==> config.mk <==
export PLATFORM = sky130hd
export DESIGN_NAME = switch_debounce
export DESIGN_NICKNAME = d
export VERILOG_FILES = /design/src/rtl/sonata_pkg.sv /design/src/rtl/debounce_bit.sv /design/src/rtl/switch_debounce.sv
export SDC_FILE = /design/constraint.sdc
export NUM_CORES = 1
export LEC_CHECK = 0
export CAP_MARGIN = 20
export CELL_PAD_IN_SITES_DETAIL_PLACEMENT = 1
export CELL_PAD_IN_SITES_GLOBAL_PLACEMENT = 2
export CORE_ASPECT_RATIO = 1.5
export CORE_MARGIN = 8
export CORE_UTILIZATION = 38
export DETAILED_ROUTE_END_ITERATION = 8
export PLACE_DENSITY_LB_ADDON = 0.3
export REMOVE_ABC_BUFFERS = 1
export SLEW_MARGIN = 20
export SYNTH_ARGS = -nofsm -noshare
export SYNTH_HDL_FRONTEND = slang
export SYNTH_SLANG_ARGS = --single-unit
==> constraint.sdc <==
create_clock -name clk_sys_i -period 2.3 [get_ports clk_sys_i]
set_clock_uncertainty 0.05 [all_clocks]
set_input_delay 0.46 -clock clk_sys_i [delete_from_list [all_inputs] [get_ports clk_sys_i]]
set_output_delay 0.46 -clock clk_sys_i [all_outputs]
set_load 0.02 [all_outputs]
==> src/rtl/sonata_pkg.sv <==
// Shared constants for the switch debouncer.
//
// Holds the default parameter values for switch_debounce and the bit
// positions of the switch fields on the 16-bit GPIO switch bus:
//   user  7:0   eight user slide switches
//   nav  12:8   five-way navigation joystick
//   sel 15:13   three select switches
package sonata_pkg;

   localparam int unsigned SwWidth       = 16;
   localparam int unsigned SwTickDiv     = 40000;  // 1 ms at 40 MHz
   localparam int unsigned SwStableTicks = 8;

   localparam int unsigned SwUserLsb = 0;
   localparam int unsigned SwUserMsb = 7;
   localparam int unsigned SwNavLsb  = 8;
   localparam int unsigned SwNavMsb  = 12;
   localparam int unsigned SwSelLsb  = 13;
   localparam int unsigned SwSelMsb  = 15;

   typedef struct packed {
      logic [SwSelMsb-SwSelLsb:0]   sel;
      logic [SwNavMsb-SwNavLsb:0]   nav;
      logic [SwUserMsb-SwUserLsb:0] user;
   } sw_fields_t;

endpackage

==> src/rtl/debounce_bit.sv <==
// Single-switch debouncer slice.
//
// A raw switch level is synchronised through two flops, then compared with
// the accepted (stable) level. While they differ, the run counter advances
// on each sample tick; once the input has disagreed for StableTicks
// consecutive ticks the stable level takes the new value and a one-cycle
// rise or fall pulse is produced. Any cycle in which the input agrees with
// the stable level restarts the run.
//
// Ports:
//   clk_sys_i    system clock
//   rst_sys_ni   asynchronous active-low reset
//   sw_i         raw asynchronous switch level
//   tick_i       one-cycle sample strobe from the shared tick counter
//   sw_o         debounced level
//   rise_o       one-cycle pulse on an accepted 0->1 change
//   fall_o       one-cycle pulse on an accepted 1->0 change
//   edge_next_o  combinational: a pulse will be registered on the next edge
module debounce_bit
   import sonata_pkg::*;
#(
   parameter int unsigned StableTicks = SwStableTicks,
   parameter int unsigned RunW        = $clog2(StableTicks + 1),
   parameter logic        ResetBit    = 1'b0
) (
   input  logic clk_sys_i,
   input  logic rst_sys_ni,
   input  logic sw_i,
   input  logic tick_i,
   output logic sw_o,
   output logic rise_o,
   output logic fall_o,
   output logic edge_next_o
);

   localparam logic [RunW-1:0] RunLast = RunW'(StableTicks - 1);

   logic            sync1_q, sync1_d;
   logic            sync2_q, sync2_d;
   logic            stable_q, stable_d;
   logic [RunW-1:0] run_q, run_d;
   logic            rise_q, rise_d;
   logic            fall_q, fall_d;

   always_comb begin
      sync1_d  = sw_i;
      sync2_d  = sync1_q;
      stable_d = stable_q;
      run_d    = run_q;
      rise_d   = 1'b0;
      fall_d   = 1'b0;

      if (sync2_q == stable_q) begin
         // Agreement at any time, tick or not, abandons a partial run.
         run_d = '0;
      end else if (tick_i) begin
         if (run_q == RunLast) begin
            stable_d = sync2_q;
            run_d    = '0;
            rise_d   = sync2_q;
            fall_d   = ~sync2_q;
         end else begin
            run_d = run_q + RunW'(1);
         end
      end
   end

   always_ff @(posedge clk_sys_i or negedge rst_sys_ni) begin
      if (!rst_sys_ni) begin
         sync1_q  <= ResetBit;
         sync2_q  <= ResetBit;
         stable_q <= ResetBit;
         run_q    <= '0;
         rise_q   <= 1'b0;
         fall_q   <= 1'b0;
      end else begin
         sync1_q  <= sync1_d;
         sync2_q  <= sync2_d;
         stable_q <= stable_d;
         run_q    <= run_d;
         rise_q   <= rise_d;
         fall_q   <= fall_d;
      end
   end

   assign sw_o        = stable_q;
   assign rise_o      = rise_q;
   assign fall_o      = fall_q;
   assign edge_next_o = rise_d | fall_d;

`ifndef SYNTHESIS
   // The run counter clears on the very tick that would take it past the
   // last value, so it can never reach StableTicks.
   run_bounded_a : assert property (@(posedge clk_sys_i) disable iff (!rst_sys_ni)
      run_q <= RunLast);
   rise_fall_excl_a : assert property (@(posedge clk_sys_i) disable iff (!rst_sys_ni)
      !(rise_q && fall_q));
`endif

endmodule

==> src/rtl/switch_debounce.sv <==
// Debouncer for the board's switch bank.
//
// A single free-running tick counter divides clk_sys_i down to the sample
// rate and is shared by Width independent debounce_bit slices. changed_o is
// registered from the slices' next-pulse terms so it lines up with
// rise_o/fall_o in the same cycle.
//
// Ports:
//   clk_sys_i   system clock, the only clock
//   rst_sys_ni  asynchronous active-low reset
//   sw_i        raw switch levels, 1 = on
//   sw_o        debounced switch levels
//   rise_o      per-bit one-cycle pulse on accepted 0->1
//   fall_o      per-bit one-cycle pulse on accepted 1->0
//   changed_o   one-cycle pulse when any bit rises or falls
module switch_debounce
   import sonata_pkg::*;
#(
   parameter int unsigned      Width       = SwWidth,
   parameter int unsigned      TickDiv     = SwTickDiv,
   parameter int unsigned      StableTicks = SwStableTicks,
   parameter logic [Width-1:0] ResetValue  = '0
) (
   input  logic             clk_sys_i,
   input  logic             rst_sys_ni,
   input  logic [Width-1:0] sw_i,
   output logic [Width-1:0] sw_o,
   output logic [Width-1:0] rise_o,
   output logic [Width-1:0] fall_o,
   output logic             changed_o
);

   localparam int unsigned     CntW     = $clog2(TickDiv);
   localparam logic [CntW-1:0] CntLast  = CntW'(TickDiv - 1);

   logic [CntW-1:0]  cnt_q, cnt_d;
   logic             tick;
   logic             changed_q, changed_d;
   logic [Width-1:0] edge_next;

   always_comb begin
      tick  = (cnt_q == CntLast);
      cnt_d = tick ? '0 : cnt_q + CntW'(1);
   end

   always_ff @(posedge clk_sys_i or negedge rst_sys_ni) begin
      if (!rst_sys_ni) begin
         cnt_q <= '0;
      end else begin
         cnt_q <= cnt_d;
      end
   end

   for (genvar i = 0; i < Width; i++) begin : g_bit
      debounce_bit #(
         .StableTicks (StableTicks),
         .ResetBit    (ResetValue[i])
      ) u_bit (
         .clk_sys_i   (clk_sys_i),
         .rst_sys_ni  (rst_sys_ni),
         .sw_i        (sw_i[i]),
         .tick_i      (tick),
         .sw_o        (sw_o[i]),
         .rise_o      (rise_o[i]),
         .fall_o      (fall_o[i]),
         .edge_next_o (edge_next[i])
      );
   end

   always_comb begin
      changed_d = |edge_next;
   end

   always_ff @(posedge clk_sys_i or negedge rst_sys_ni) begin
      if (!rst_sys_ni) begin
         changed_q <= 1'b0;
      end else begin
         changed_q <= changed_d;
      end
   end

   assign changed_o = changed_q;

endmodule

Yosys cells after proc, flatten, opt, wreduce, memory -nomap -nowiden
Index checks and enable logic that the tools add are counted.

word-level totals
  logic and storage cells = 374
  bits of input ports = 18
  register bits = 161

cells by class
  bitwise operators = 48
  reductions and logical operators = 33
  add/subtract/negate cells = 17
  eq/ne operators = 33
  mux-type cells = 145

operator list
  operator                                       count
  2-to-1 mux 4 bit                               48
  2-to-1 mux 1 bit                               96
  adder 4 x 1 -> 4 bit, second input constant    16
  == test 4 x 3 -> 1 bit, second input constant  16
  AND reduction 3 bit                            16
  inverter 1 bit                                 32
  nonzero test 2 bit                             16
  adder 16 x 1 -> 16 bit, second input constant  1
  == test 1 bit                                  16
  == test 16 bit, second input constant          1
  2-to-1 mux 16 bit                              1
  OR 1 bit                                       16
  OR reduction 16 bit                            1

Longest topological paths before layout
Gate-level depths: netlist of the first run.

  word-level depth = 6
  gate-level depth with buffers = 8
  mapped depth without buffers = 5

Modules after synthesis
Synthesis of the first run repeated with hierarchy kept, for this count alone.

unflattened totals
  cell total of the unflattened synthesis = 523
  area total of the unflattened synthesis = 6985.4 um^2

by module, submodules not included
  module           seq. area each (um^2)  cells each  times used  area an instance (um^2)
  debounce_bit     225.2                  28          16          386.6
  switch_debounce  425.4                  75          1           799.5

Worst setup path before layout of the first run
Ideal clock, no wire load.

  path type = register to register
  from = register cnt_q[0]
  to = register g_bit[11].u_bit.stable_q
  arrival time = 1.717 ns
  clock period less this slack = 1.892 ns
  path slack = 0.408 ns
  data required time = 2.125 ns
  cell stages (with the launch flop) = 8
  library setup time = 0.125 ns
  buffers on the path = 2
  cell sequence = dfrtp_1 > ha_1 > and4_1 > and4_1 > buf_2 > buf_4 > nand2_1 > mux2_2

on the way
  cells in the longest elaborated chain, start to end = 2

ends and longest elaborated chain
  what                                  line                   text
  start, declared                       switch_debounce.sv:36  logic [CntW-1:0] cnt_q, cnt_d;
  start signal, assigned                switch_debounce.sv:50  cnt_q <= cnt_d;
  == test 16 bit                        switch_debounce.sv:42  tick = (cnt_q == CntLast);
  AND reduction 3 bit (no source line)  n/a
  end signal, assigned                  debounce_bit.sv:72     stable_q <= ResetBit;
  end signal, assigned                  debounce_bit.sv:79     stable_q <= stable_d;
  end, declared                         debounce_bit.sv:40     logic stable_q, stable_d;

Every way passes these cells.
A chain may end at the register's enable or synchronous reset.

Worst setup path in the final report of the first run
  from = register cnt_q[0]
  to = register g_bit[10].u_bit.run_q[3]

on the way
  cells in the longest elaborated chain, start to end = 2

ends and longest elaborated chain
  what                                 line                   text
  == test 16 bit                       switch_debounce.sv:42
  nonzero test 2 bit (no source line)  n/a
  end signal, assigned                 debounce_bit.sv:80     run_q <= run_d;
  end, declared                        debounce_bit.sv:41     logic [RunW-1:0] run_q, run_d;

Every way passes these cells.

==> flow_summary.yaml, run 1 <==
worst_setup_path:
  startpoint_type: "flop"
  crit_chain: "ha_1 > and4_1 > nand4_4 > buf_12 > or4_1 > a21oi_1"
  crit_type: "reg2reg"
  required_ns: 2.58
  critPathArrivalTime_ns: 2.37
  end_kind: "flop"
  cpMaxStageDelayCell: "or4_1"
  critPathMaxFanout: 76
  slowest_delay_ns: 0.50
drt:
  vias: 4788
  first_pass_iters: 4
  routedWlPerCell_um: 16.1
  drt-initial-drc-count: 155
  wirelength_um: 14800
  drc: 0
  vias_per_cell: 5.21
  ant_nets: 0
global_route:
  grt_use_met3_pct: 3.33
  grtUsageMet2_pct: 25.6
  use_met1_pct: 14.6
  grt.busiest_layer: "met2"
  grt_pass1_vias: 5422
  grt-ovfl-total: 0
  antenna_found_initial: 0
  grt_use_total_pct: 13.7
  grt_start_max_net_pins: 77
  grt_pass1_wl_um: 26000
die:
  rows: 61
  pin_count: 67
  core_region_area_sq_um: 18300
  dieArea_sq_um: 23200
  die_x_um: 127
  start_util_pct: 38.4
  fp.dieH_um: 183
timing:
  setup_viol: 0
  rsz0062_at_grt: "false"
  slew_violations: 0
  fmax_mhz: 478
  finalCritPeriodShare_pct: 91.0
  tns_ns: 0
  whs_ns: 0.299
  max-slew-margin-rel_pct: 67.5
  tightestPinTransition_ns: 0.484
  final-hold-violation-count: 0
  period_needed_ns: 2.09
pwr:
  internal_power_uw: 4600
  powerDensity_nw_per_um2: 700
  p_switching_uw: 1220
  leakagePower_uw: 0.00348
  vdd_drop_max_mv: 0.398
  swShare_pct: 20.9
  pwr-share-comb_pct: 2.4
  pwr-share-clk_pct: 48.1
  p_seq_share_pct: 49.5
synth:
  synthArstFlopShare_pct: 100
  yosysMostFrequentCell: "dfrtp_1"
  syn_inst: 651
  syn_avg_cell_area_sq_um: 10.8
  synth.yosys.warnings: 0
  synth_xor_area_share_pct: 3.48
  synth_mux_area_share_pct: 2.40
  synth_compound_area_share_pct: 7.80
  yosys.area.top_type: "dfrtp_1"
  synth_cell_types: 33
  synth_area_leaders: "dfrtp_1, buf_4, a21oi_1"
  ys.flop_type: "dfrtp_1"
  yosysTopAreaCellShare_pct: 57.2
  synth_adder_area_share_pct: 3.02
  synth_simple_gate_area_share_pct: 18.8
  ys_seq_area_share_pct: 57.2
  ys_seq_elements: 161
  synthTopCellsByCount: "dfrtp_1, nand2_1, a21oi_1"
  synth_edf_count: 0
  synth_top_family_by_area: "simple AND/OR/NAND/NOR gates"
  syn_area_sq_um: 7040
clock_network:
  clkLatencyLatePin_ns: 0.41
  cts_buffer_depth: 2
  cts_tree: "built"
  clkTransAtPathRegs_ns: 0.06
  numCtsBuffers: 17
  htreeDepth: 4
  cts_resized: 0
  cts_root_buffer: "clkbuf_16"
  clock-sinks: 161
cells_and_area:
  diodes: 0
  final_cells: 919
  area_delta_synth_final_pct: 18.0
  drive_gt1_share_pct: 9.01
  final_util_pct: 45.3
  finalNetCount: 721
placement:
  dpl.hpwl_um: 10500
  placed_cells: 886
  port_buffers: 66
  routabilityCongestion: 0.771
worst_hold_path:
  holdCritPathClass: "reg2reg"
job:
  cap_violations: 0
run_status:
  run_status: "finished clean"
[layout make-up]
type,instances,area (sq um)
clock buffer,23,478
tap,220,275
multi-input combinational,408,2510
clock inverter,9,105
timing repair buffer,81,840
fill,1991,10000
sequential,161,4030
inverter,17,63.8
[state kept, by name, summed over array words and instances (netlist names)]
| signal | flops |
|---|---|
| g_bit.u_bit.sw_o | 16 |
| g_bit.u_bit.sync2_q | 16 |
| g_bit.u_bit.sync1_q | 16 |
| changed_o | 1 |
| cnt_q | 16 |
| g_bit.u_bit.rise_o | 16 |
| g_bit.u_bit.run_q | 64 |
| g_bit.u_bit.fall_o | 16 |
[per-stage QoR]
stage,cell area [sq um],setup slack (ns),total power (uW)
after global routing,8300,0.0493,6040
after global placement,7710,0.269,3070
after CTS,8300,0.184,5910
final,8300,0.207,5820
after floorplan,6600,-0.716,2960
after detailed placement,7710,0.197,3080
[routing by layer]
metal  vias up  wire (um)
met1      2431       5810
met5         -          0
met4         0        187
met3        15        477
li1       2286          -
met2        56       8280
[kinds of logic after synthesis]
logic type / count (synthesis)
xor+xnor: 28
compound gates: 106
mux: 15
flops: 161
buf+inv: 82
fa+ha+maj: 17
simple gates: 242
[what timing repair did]
item,CTS,global route
hold endpoints to repair,35,0
buffers inserted,0,0
hold buffers,1,0
[critical path: cells and delay by family, from the launching register on]
kind                     cells  cell delay (ns)
AND/OR/NAND/NOR              3             0.92
flip-flops                   1             0.36
adder cells (fa/ha/maj)      1             0.23
buffers and inverters        1             0.23
AO/OA/AOI/OAI                1             0.19
[power by group through the flow]
stage | Combinational [uW] | Clock (uW) | Sequential, uW
3_3_place_gp | 139 | 0 | 2930
4_1_cts | 145 | 2880 | 2880
5_1_grt | 157 | 3000 | 2880
2_1_floorplan | 27.5 | 0 | 2930
3_5_place_dp | 143 | 0 | 2930
6_report | 137 | 2800 | 2880
[layout by cell type, fill, tap and decap left out, drive strengths merged, types with 4 or more instances in the layout]
cell type and instances:
xor2 5, nand3 20, mux2 15, and3 6, ha 17, xnor2 23, clkbuf 23, clkinv 5
dfrtp 161, nand4 4, o21ai 34, o32ai 4, or3 32, clkdlybuf4s50 65, a21oi 66, nand2 81
nor4 4, or4 16, nor3 10, inv 18, nor3b 31, nor2 23, buf 15, nand3b 6
and4 5
[worst paths after layout]
path	from	to	slack, ns	depth (start not counted)
setup / recovery	cnt_q[0]	g_bit[10].u_bit.run_q[3]	0.21	6
hold / removal	g_bit[1].u_bit.sync1_q	g_bit[1].u_bit.sync2_q	0.30	0
setup reg to reg	cnt_q[0]	g_bit[10].u_bit.run_q[3]	0.21	6
hold reg to reg	g_bit[1].u_bit.sync1_q	g_bit[1].u_bit.sync2_q	0.30	0
max in group asynchronous	rst_sys_ni	g_bit[14].u_bit.fall_o	1.09	3
min in group asynchronous	rst_sys_ni	g_bit[8].u_bit.sync1_q	0.46	2
Power figures use the tool's default switching activity.
==> run 2, diff against run 1 <==
Settings changed: RECOVER_POWER set to 25.
==> run 2 against run 1 <==
First-iteration DRC count down 1.9%; sequential share of layout area up 0.10 points; routed wire length about the same; die area unchanged; sequential power barely moved; utilization down 0.096 points; via count hardly changed; register-to-register slack hardly changed; critical path depth unchanged; sequential cell count stayed put; maximum frequency hardly changed; largest cell class unchanged.
==> flow_summary.yaml, run 2 (same netlist as run 1, synthesis figures left out) <==
worst_setup_path:
  worstReg2RegStart: "cnt_q[0]"
  rrSetupSlack_ns: 0.21
  cpMaxStageDelayCell: "or4_1"
  critPathArrivalTime_ns: 2.37
  critPathMaxFanout: 76
  ff2ff_path_depth: 6
  crit_buf_inv: 1
  crit_chain: "ha_1 > and4_1 > nand4_4 > buf_12 > or4_1 > a21oi_1"
  worst-path-stages: 6
  slowest_delay_ns: 0.50
  r2r-end: "g_bit[10].u_bit.run_q[3]"
  crit_type: "reg2reg"
  required_ns: 2.58
  end_kind: "flop"
  cpLargestDelayFamily: "simple AND/OR/NAND/NOR gates"
  cp-endpoint: "g_bit[10].u_bit.run_q[3]"
  cp-startpoint: "cnt_q[0]"
  startpoint_type: "flop"
timing:
  whs_ns: 0.299
  final-hold-violation-count: 0
  finalCritPeriodShare_pct: 91.0
  period_needed_ns: 2.09
  slew_violations: 0
  max-slew-margin-rel_pct: 32.5
  setup_viol: 0
  rsz0062_at_grt: "false"
  fmax_mhz: 478
  tightestPinTransition_ns: 1.01
  timing.final.ws_setup_ns: 0.206
cells_and_area:
  drive_gt1_share_pct: 9.01
  largest_reg_flops: 64
  area_delta_synth_final_pct: 17.7
  finalNetCount: 721
  final_cell_mix: "dfrtp_1, nand2_1, a21oi_1"
  largest-register: "g_bit.u_bit.run_q"
  final_common_cell: "dfrtp_1"
  nFillCells: 1992
  final_area_sq_um: 8290
  diodes: 0
placement:
  dpl.hpwl_um: 10500
  port_buffers: 66
  pre_cts_slack_ns: 0.197
  routabilityCongestion: 0.771
  place_area_sq_um: 7710
drt:
  drc: 0
  first_pass_iters: 4
  routedWlPerCell_um: 16.1
  vias_per_cell: 5.21
  drt-initial-drc-count: 152
  ant_nets: 0
  vias: 4787
  wirelength_um: 14800
worst_hold_path:
  holdCritPathClass: "reg2reg"
global_route:
  grt_pass1_vias: 5422
  antenna_found_initial: 0
  grt_use_total_pct: 13.7
  grt_start_max_net_pins: 77
  grt-ovfl-total: 0
  grt_pass1_wl_um: 26000
clock_network:
  clkLatencyLatePin_ns: 0.41
  cts_buffer_depth: 2
  numCtsBuffers: 17
  cts_setup_buffers: 0
  htreeDepth: 4
  clock-sinks: 161
  cts_root_buffer: "clkbuf_16"
  clkTransAtPathRegs_ns: 0.06
  cts_tree: "built"
die:
  rows: 61
  start_util_pct: 38.4
  pin_count: 67
  dieArea_sq_um: 23200
  die_x_um: 127
  fp.dieH_um: 183
  core_region_area_sq_um: 18300
job:
  cap_violations: 0
pwr:
  vdd_drop_max_mv: 0.398
  leakagePower_uw: 0.00348
  powerDensity_nw_per_um2: 701
run_status:
  run_status: "finished clean"
[run 2: how the worst min path moves through the flow]
stage	cells after the start	from	to	slack, ns
floorplan	0	rst_sys_ni	changed_o	0.11
global placement	0	g_bit[5].u_bit.sync1_q	g_bit[5].u_bit.sync2_q	0.28
detailed placement	0	g_bit[11].u_bit.sync1_q	g_bit[11].u_bit.sync2_q	0.29
CTS	0	g_bit[15].u_bit.sync1_q	g_bit[15].u_bit.sync2_q	0.30
global route	0	g_bit[5].u_bit.sync1_q	g_bit[5].u_bit.sync2_q	0.31
finish	0	g_bit[1].u_bit.sync1_q	g_bit[1].u_bit.sync2_q	0.30
[run 2: power breakdown]
part / switching [uW] / total (uW) / internal (uW)
registers: 20.4 / 2880 / 2860
clock network: 1110 / 2800 / 1680
logic: 83.1 / 128 / 45.1
[run 2: worst reg2reg max path: stages, from the launching register on]
cell	delay (ns)
dfrtp_1	0.36
ha_1	0.23
and4_1	0.27
nand4_4	0.15
buf_12	0.23
or4_1	0.53
a21oi_1	0.19
[run 2: layout make-up]
| type | instances | area (sq um) | share of cell area [%] |
|---|---|---|---|
| clock inverters | 9 | 105 | 1.27 |
| repair buffers | 81 | 822 | 9.92 |
| inverters | 17 | 63.8 | 0.770 |
| clock buffers | 23 | 478 | 5.77 |
| flip-flops and latches | 161 | 4030 | 48.6 |
| multi-input cells | 408 | 2510 | 30.3 |
| well taps | 220 | 275 | 3.32 |
[run 2: routing by layer]
metal  up-vias  global-route usage, %  wire length (um)  share of wire, %
met5         -                      0                 0                 0
met4         0                   4.68               187               1.3
met3        15                   3.33               478               3.2
met2        56                   25.6              8250                56
met1      2431                   14.6              5840                40
li1       2285                      -                 -                 -
[run 2: what timing repair did]
item / 4_1_cts / 5_1_grt
gates resized for setup: 0 / 0
hold endpoints to repair: 35 / 0
hold buffers: 1 / 0
[run 2: stage by stage]
step / TNS [ns] / power [uW] / util, % / instances
2_1_floorplan: -32.10 / 2960 / - / 586
3_3_place_gp: 0 / 3070 / 42.1 / 886
3_5_place_dp: 0 / 3080 / 42.1 / 886
4_1_cts: 0 / 5910 / 45.3 / 919
5_1_grt: 0 / 6030 / 45.2 / 919
6_report: 0 / 5810 / 45.2 / 919
==> run 3, diff against run 2 <==
Settings changed: CAP_MARGIN 20 to not set.
==> results of run 3 <==
The final DEF is identical to that of run 2; final timing and power are the same.
==> RTL edit 1: new RTL, config.mk and constraints of run 1 <==
Change the package constant `SwWidth` from 16 to 32.
--- a/src/rtl/sonata_pkg.sv
+++ b/src/rtl/sonata_pkg.sv
@@ -7,7 +7,7 @@
 //   sel 15:13   three select switches
 package sonata_pkg;
 
-   localparam int unsigned SwWidth       = 16;
+   localparam int unsigned SwWidth       = 32;
    localparam int unsigned SwTickDiv     = 40000;  // 1 ms at 40 MHz
    localparam int unsigned SwStableTicks = 8;
 
Ports: changed (resized fall_o, rise_o, sw_i and sw_o); port bits go from 67 to 131. The function was not compared with the original's and may differ.
==> RTL edit 1 against run 1 <==
The run now ends with setup timing left; global-route usage rose by 1.0 points; power rose by 93%; worst setup slack got worse by 260 ps; sequential cell count rose by 144; wire length rose by 110%; area after synthesis rose by 87%; design area rose by 100%; critical path type unchanged; critical endpoint is now g_bit[22].u_bit.run_q[0]$_DFFE_PN0P_; largest power group unchanged.
==> RTL edit 1: results (changes against run 1) <==
Status: finished, violations left
Failing checks: setup timing
Met2 WL: 16.66 mm (+100%)
Worst slew pin tran: 451.4 ps (-32.86 ps)
Final cell count without fillers: 1778 (+93%)
Synth top area share: 0.5796 (+0.007183)
Fill cells: 3581 (+80%)
Post-synthesis sequential area ratio: 0.5796 (+0.007183)
Finish-stage setup viols: 33 (+33)
Placer Congestion: 0.7375 (-4.3%)
Pre-antenna DRT Iters: 4 (unchanged)
WL per Instance: 17.57 um (+9.4%)
Max FFs per register: 128 (+100%)
First DRT Iteration DRCs: 356 (+130%)
CTS H-tree lvls: 2 (-2)
Unique cell type count in the Yosys netlist: 40 (+21%)
Avg Synthesized Cell Area: 11.01 um2 (+1.8%)
DR vias/cell: 5.082 (-2.5%)
Top post-synthesis cells by count: dfrtp_1 (305), nand2_1 (160), a21oi_1 (96), buf_4 (96), nor2_1 (71)
Worst vdd ir: 0.4404 mV (+11%)
Final setup TNS: -827.2 ps (-827.2 ps)
Highest-delay cell along the critical path: or4_4
Crit path largest cell delay: 560 ps (+60 ps)
Dpl ws: -74.14 ps (-271.0 ps)
Pin count of the biggest net entering global routing: 76 (-1.3%)
Crit path DAT: 2730 ps (+360 ps)
IO buf count: 130 (+97%)
Clk buf depth: 3 (+1)
Total Routing Usage GR: 0.1471 (+0.01014)
Share of layout cells above drive strength 1: 0.1914 (+0.1013)
Setup ws final: -56.48 ps (-263.2 ps)
Clock buffer count from CTS: 34 (+17)
Nets: 1395 (+93%)
Metal3 WL: 1.127 mm (+140%)
Vias in the first global route: 9808 (+81%)
Dpl cells: 1697 (+92%)
HPWL after DPL: 20.19 mm (+93%)
Post-Place Cell Area: 14870 um2 (+93%)
Ranking of synthesized cells by area: dfrtp_1 (58%), buf_4 (5.5%), nand2_1 (4.6%)
Skew-Pair Late Insertion Delay: 510 ps (+100 ps)
Leakage power: 7.329 nW (+110%)
Crit Path Max Fanout: 9 (-88%)
First-pass GRT wire length: 50.08 mm (+93%)
==> RTL edit 1: cell count changes after synthesis, sizes merged, moves of 30 or more <==
cell	change
buf	+51
nand3	+47
xor2	+36
nor2	+48
nor3b	+32
nand2	+80
a21oi	+30
dfrtp	+144
==> RTL edit 1: layout make-up <==
cell class	count	area, um2	share of cell area
flip-flops and latches	305	7632	0.4596
multi-input cells	756	4954	0.2983
clock buffers	48	1037	0.06246
clock inverters	13	96.34	0.005802
inverters	5	18.77	0.001130
repair buffers	226	2336	0.1407
well taps	425	531.8	0.03202
==> RTL edit 1: kinds of logic (layout without fill, tap and decap cells) <==
family | count (synthesis) | count (layout) | share of synthesized area
simple gates | 472 | 472 | 0.1856
flops | 305 | 305 | 0.5796
compound gates | 142 | 142 | 0.05787
buf+inv | 135 | 292 | 0.06699
xor+xnor | 77 | 77 | 0.05122
fa+ha+maj | 33 | 33 | 0.03136
mux | 32 | 32 | 0.02737
==> RTL edit 1: worst register-to-register path, cell delays in order, from the launching register on <==
cell	delay, ps
dfrtp_1	380
or4_4	560
nor3b_4	260
nand2_4	160
buf_4	190
clkbuf_16	160
or3_1	350
a21oi_1	170
==> RTL edit 1: final timing paths <==
check,from,end,slack [ps],cells past startpoint
worst max-delay path,cnt_q[9]$_DFF_PN0_,g_bit[22].u_bit.run_q[0]$_DFFE_PN0P_,-60,7
worst min-delay path,g_bit[29].u_bit.sync1_q$_DFF_PN0_,g_bit[29].u_bit.sync2_q$_DFF_PN0_,290,0
worst max register to register,cnt_q[9]$_DFF_PN0_,g_bit[22].u_bit.run_q[0]$_DFFE_PN0P_,-60,7
worst min register to register,g_bit[29].u_bit.sync1_q$_DFF_PN0_,g_bit[29].u_bit.sync2_q$_DFF_PN0_,290,0
max in group asynchronous,rst_sys_ni,g_bit[30].u_bit.run_q[2]$_DFFE_PN0P_,1130,3
min in group asynchronous,rst_sys_ni,g_bit[27].u_bit.run_q[1]$_DFFE_PN0P_,350,2
==> RTL edit 1: power groups by stage <==
| stage | Clock (W) | Sequential [W] | Combinational, W |
|---|---|---|---|
| after floorplan | 0 | 0.00555 | 0.0000559 |
| after global placement | 0 | 0.00556 | 0.000310 |
| after detailed placement | 0 | 0.00556 | 0.000312 |
| after CTS | 0.00566 | 0.00546 | 0.000317 |
| after global routing | 0.00585 | 0.00547 | 0.000342 |
| final | 0.00546 | 0.00546 | 0.000305 |
==> RTL edit 1: repair_timing <==
item / 4_1_cts / 5_1_grt
setup endpoints to repair: 85 / 116
pin swaps: 6 / 6
gates resized for setup: 9 / 80
buffers inserted: 0 / 12
hold buffers: 1 / 0
hold endpoints to repair: 25 / 0
gates cloned: 0 / 7
==> RTL edit 1: metal layers <==
layer  track usage  vias up
met5             0        -
met4       0.04767        0
met3       0.02790       37
met2        0.2683      127
met1        0.1704     4579
li1              -     4293
==> RTL edit 2: new RTL, settings of run 1 <==
Without the edit above. Register the output `rise_o`, with the module's reset; this adds one clock of latency there. The other outputs are not delayed to match. Comments in the files are not updated.
--- a/src/rtl/switch_debounce.sv
+++ b/src/rtl/switch_debounce.sv
@@ -33,6 +33,8 @@
    localparam int unsigned     CntW     = $clog2(TickDiv);
    localparam logic [CntW-1:0] CntLast  = CntW'(TickDiv - 1);
 
+   logic [Width-1:0] rise_c;
+
    logic [CntW-1:0]  cnt_q, cnt_d;
    logic             tick;
    logic             changed_q, changed_d;
@@ -61,7 +63,7 @@
          .sw_i        (sw_i[i]),
          .tick_i      (tick),
          .sw_o        (sw_o[i]),
-         .rise_o      (rise_o[i]),
+         .rise_o      (rise_c[i]),
          .fall_o      (fall_o[i]),
          .edge_next_o (edge_next[i])
       );
@@ -81,5 +83,13 @@
 
    assign changed_o = changed_q;
 
+   always_ff @(posedge clk_sys_i or negedge rst_sys_ni) begin
+      if (!rst_sys_ni) begin
+         rise_o <= '0;
+      end else begin
+         rise_o <= rise_c;
+      end
+   end
+
 endmodule
 
Formal check against the unedited RTL: same outputs for any inputs over 10 cycles, from zero or initial values and one cycle with rst_sys_ni low; that may be too few to reach the edited logic, so the function may still have changed.
==> RTL edit 2 against run 1 <==
The flow now finishes with violations (setup timing); worst hold slack got worse by 4.6 ps; worst setup slack got worse by 410 ps; synthesized cell count fell by 0.46%; maximum frequency fell by 17%; die area rose by 3.4%; non-clock buffer count rose by 40; area after synthesis rose by 3.8%; highest routed layer unchanged; power rose by 11%; cell count rose by 9.9%; design area rose by 15%; sequential cell count rose by 16; wire length rose by 20%; first-iteration DRC count rose by 49%; critical path type unchanged; critical path depth did not move.
==> RTL edit 2: results (changes against run 1) <==
Status: finished, violations left
Failing checks: setup timing
Adder-cell share of the synthesized area: 0.02911 (-0.001113)
Unique cell type count in the Yosys netlist: 36 (+9.1%)
Switch share: 0.2154 (+0.006315)
Total Routing Usage GR: 0.1478 (+0.01085)
Final wirelength: 17.76 mm (+20%)
Pin count of the biggest net entering global routing: 47 (-39%)
Placer Congestion: 0.7324 (-5.0%)
Final setup TNS: -5453 ps (-5453 ps)
Fill cells: 2001 (+0.50%)
Worst slew pin tran: 573.1 ps (+88.85 ps)
Synth Area in Compound Gates: 0.07860 (+0.0005514)
Setup ws final: -207.4 ps (-414.1 ps)
Final cell count without fillers: 1010 (+9.9%)
Dpl ws: -222.6 ps (-419.5 ps)
Finish-stage setup viols: 54 (+54)
Worst vdd ir: 0.5126 mV (+29%)
Post-synthesis mux area share: 0.02312 (-0.0008836)
Vias post-DR: 5187 (+8.3%)
Dpl cells: 958 (+8.1%)
Nets: 776 (+7.6%)
Leakage power: 4.056 nW (+17%)
First-pass GRT wire length: 28.00 mm (+7.8%)
Skew-Pair Late Insertion Delay: 440 ps (+30 ps)
[RTL edit 2: cell types whose count changed after synthesis, sizes merged, moves of 3 or more]
cell   change
buf       -19
nor2b      +5
and4       -5
inv        +4
and3b      +5
dfrtp     +16
nor3       -5
nor2       -7
nor4       +3
and3       -4
[RTL edit 2: logic make-up (layout without fill, tap and decap cells)]
group | count (synthesis) | count (layout)
flops | 177 | 177
mux | 15 | 15
buf+inv | 69 | 174
xor+xnor | 27 | 27
fa+ha+maj | 17 | 17
compound gates | 109 | 109
simple gates | 234 | 235
[RTL edit 2: worst paths after layout]
path	cells past startpoint	to	slack, ps	start
max	6	g_bit[15].u_bit.run_q[0]$_DFFE_PN0P_	-210	cnt_q[9]$_DFF_PN0_
min	0	rise_o[13]$_DFF_PN0_	290	g_bit[13].u_bit.rise_o$_DFF_PN0_
max reg2reg	6	g_bit[15].u_bit.run_q[0]$_DFFE_PN0P_	-210	cnt_q[9]$_DFF_PN0_
min reg2reg	0	rise_o[13]$_DFF_PN0_	290	g_bit[13].u_bit.rise_o$_DFF_PN0_
max in group asynchronous	3	g_bit[5].u_bit.sw_o$_DFFE_PN0P_	1120	rst_sys_ni
min in group asynchronous	2	rise_o[15]$_DFF_PN0_	450	rst_sys_ni
[RTL edit 2: final cells by class]
type	instances	area, um2	area share
inverters	21	78.83	0.008250
flip-flops and latches	177	4429	0.4636
multi-input cells	403	2745	0.2873
well taps	256	320.3	0.03353
clock inverters	14	202.7	0.02122
clock buffers	18	439.2	0.04597
repair buffers	121	1339	0.1401
[RTL edit 2: routing by layer]
layer / vias up / global-route usage / wire (um)
met5: - / 0 / 0
met3: 28 / 0.03441 / 558
met1: 2659 / 0.1604 / 7236
li1: 2423 / - / -
met4: 0 / 0.07315 / 379
met2: 77 / 0.2632 / 9585
[RTL edit 2: timing repair]
action,4_1_cts,5_1_grt
cloned,3,6
endpoints found under the setup margin,47,67
gates resized for setup,24,57
endpoints found under the hold margin,37,0
setup buffers,7,3
hold buffers,1,0
pin swaps,15,21
[RTL edit 2: power by group through the flow]
stage          clock network [W]  registers [W]  logic [W]
2_1_floorplan                  0        0.00321  0.0000272
3_3_place_gp                   0        0.00322   0.000146
3_5_place_dp                   0        0.00322   0.000152
4_1_cts                  0.00324        0.00316   0.000155
5_1_grt                  0.00335        0.00316   0.000171
6_report                 0.00314        0.00316   0.000152
[RTL edit 2: worst max-delay path, cell delays in order, from the launching register on]
cell	delay, ps
dfrtp_1	380
or4_4	570
or4_4	620
buf_12	180
buf_8	120
or3_4	360
a21oi_2	150
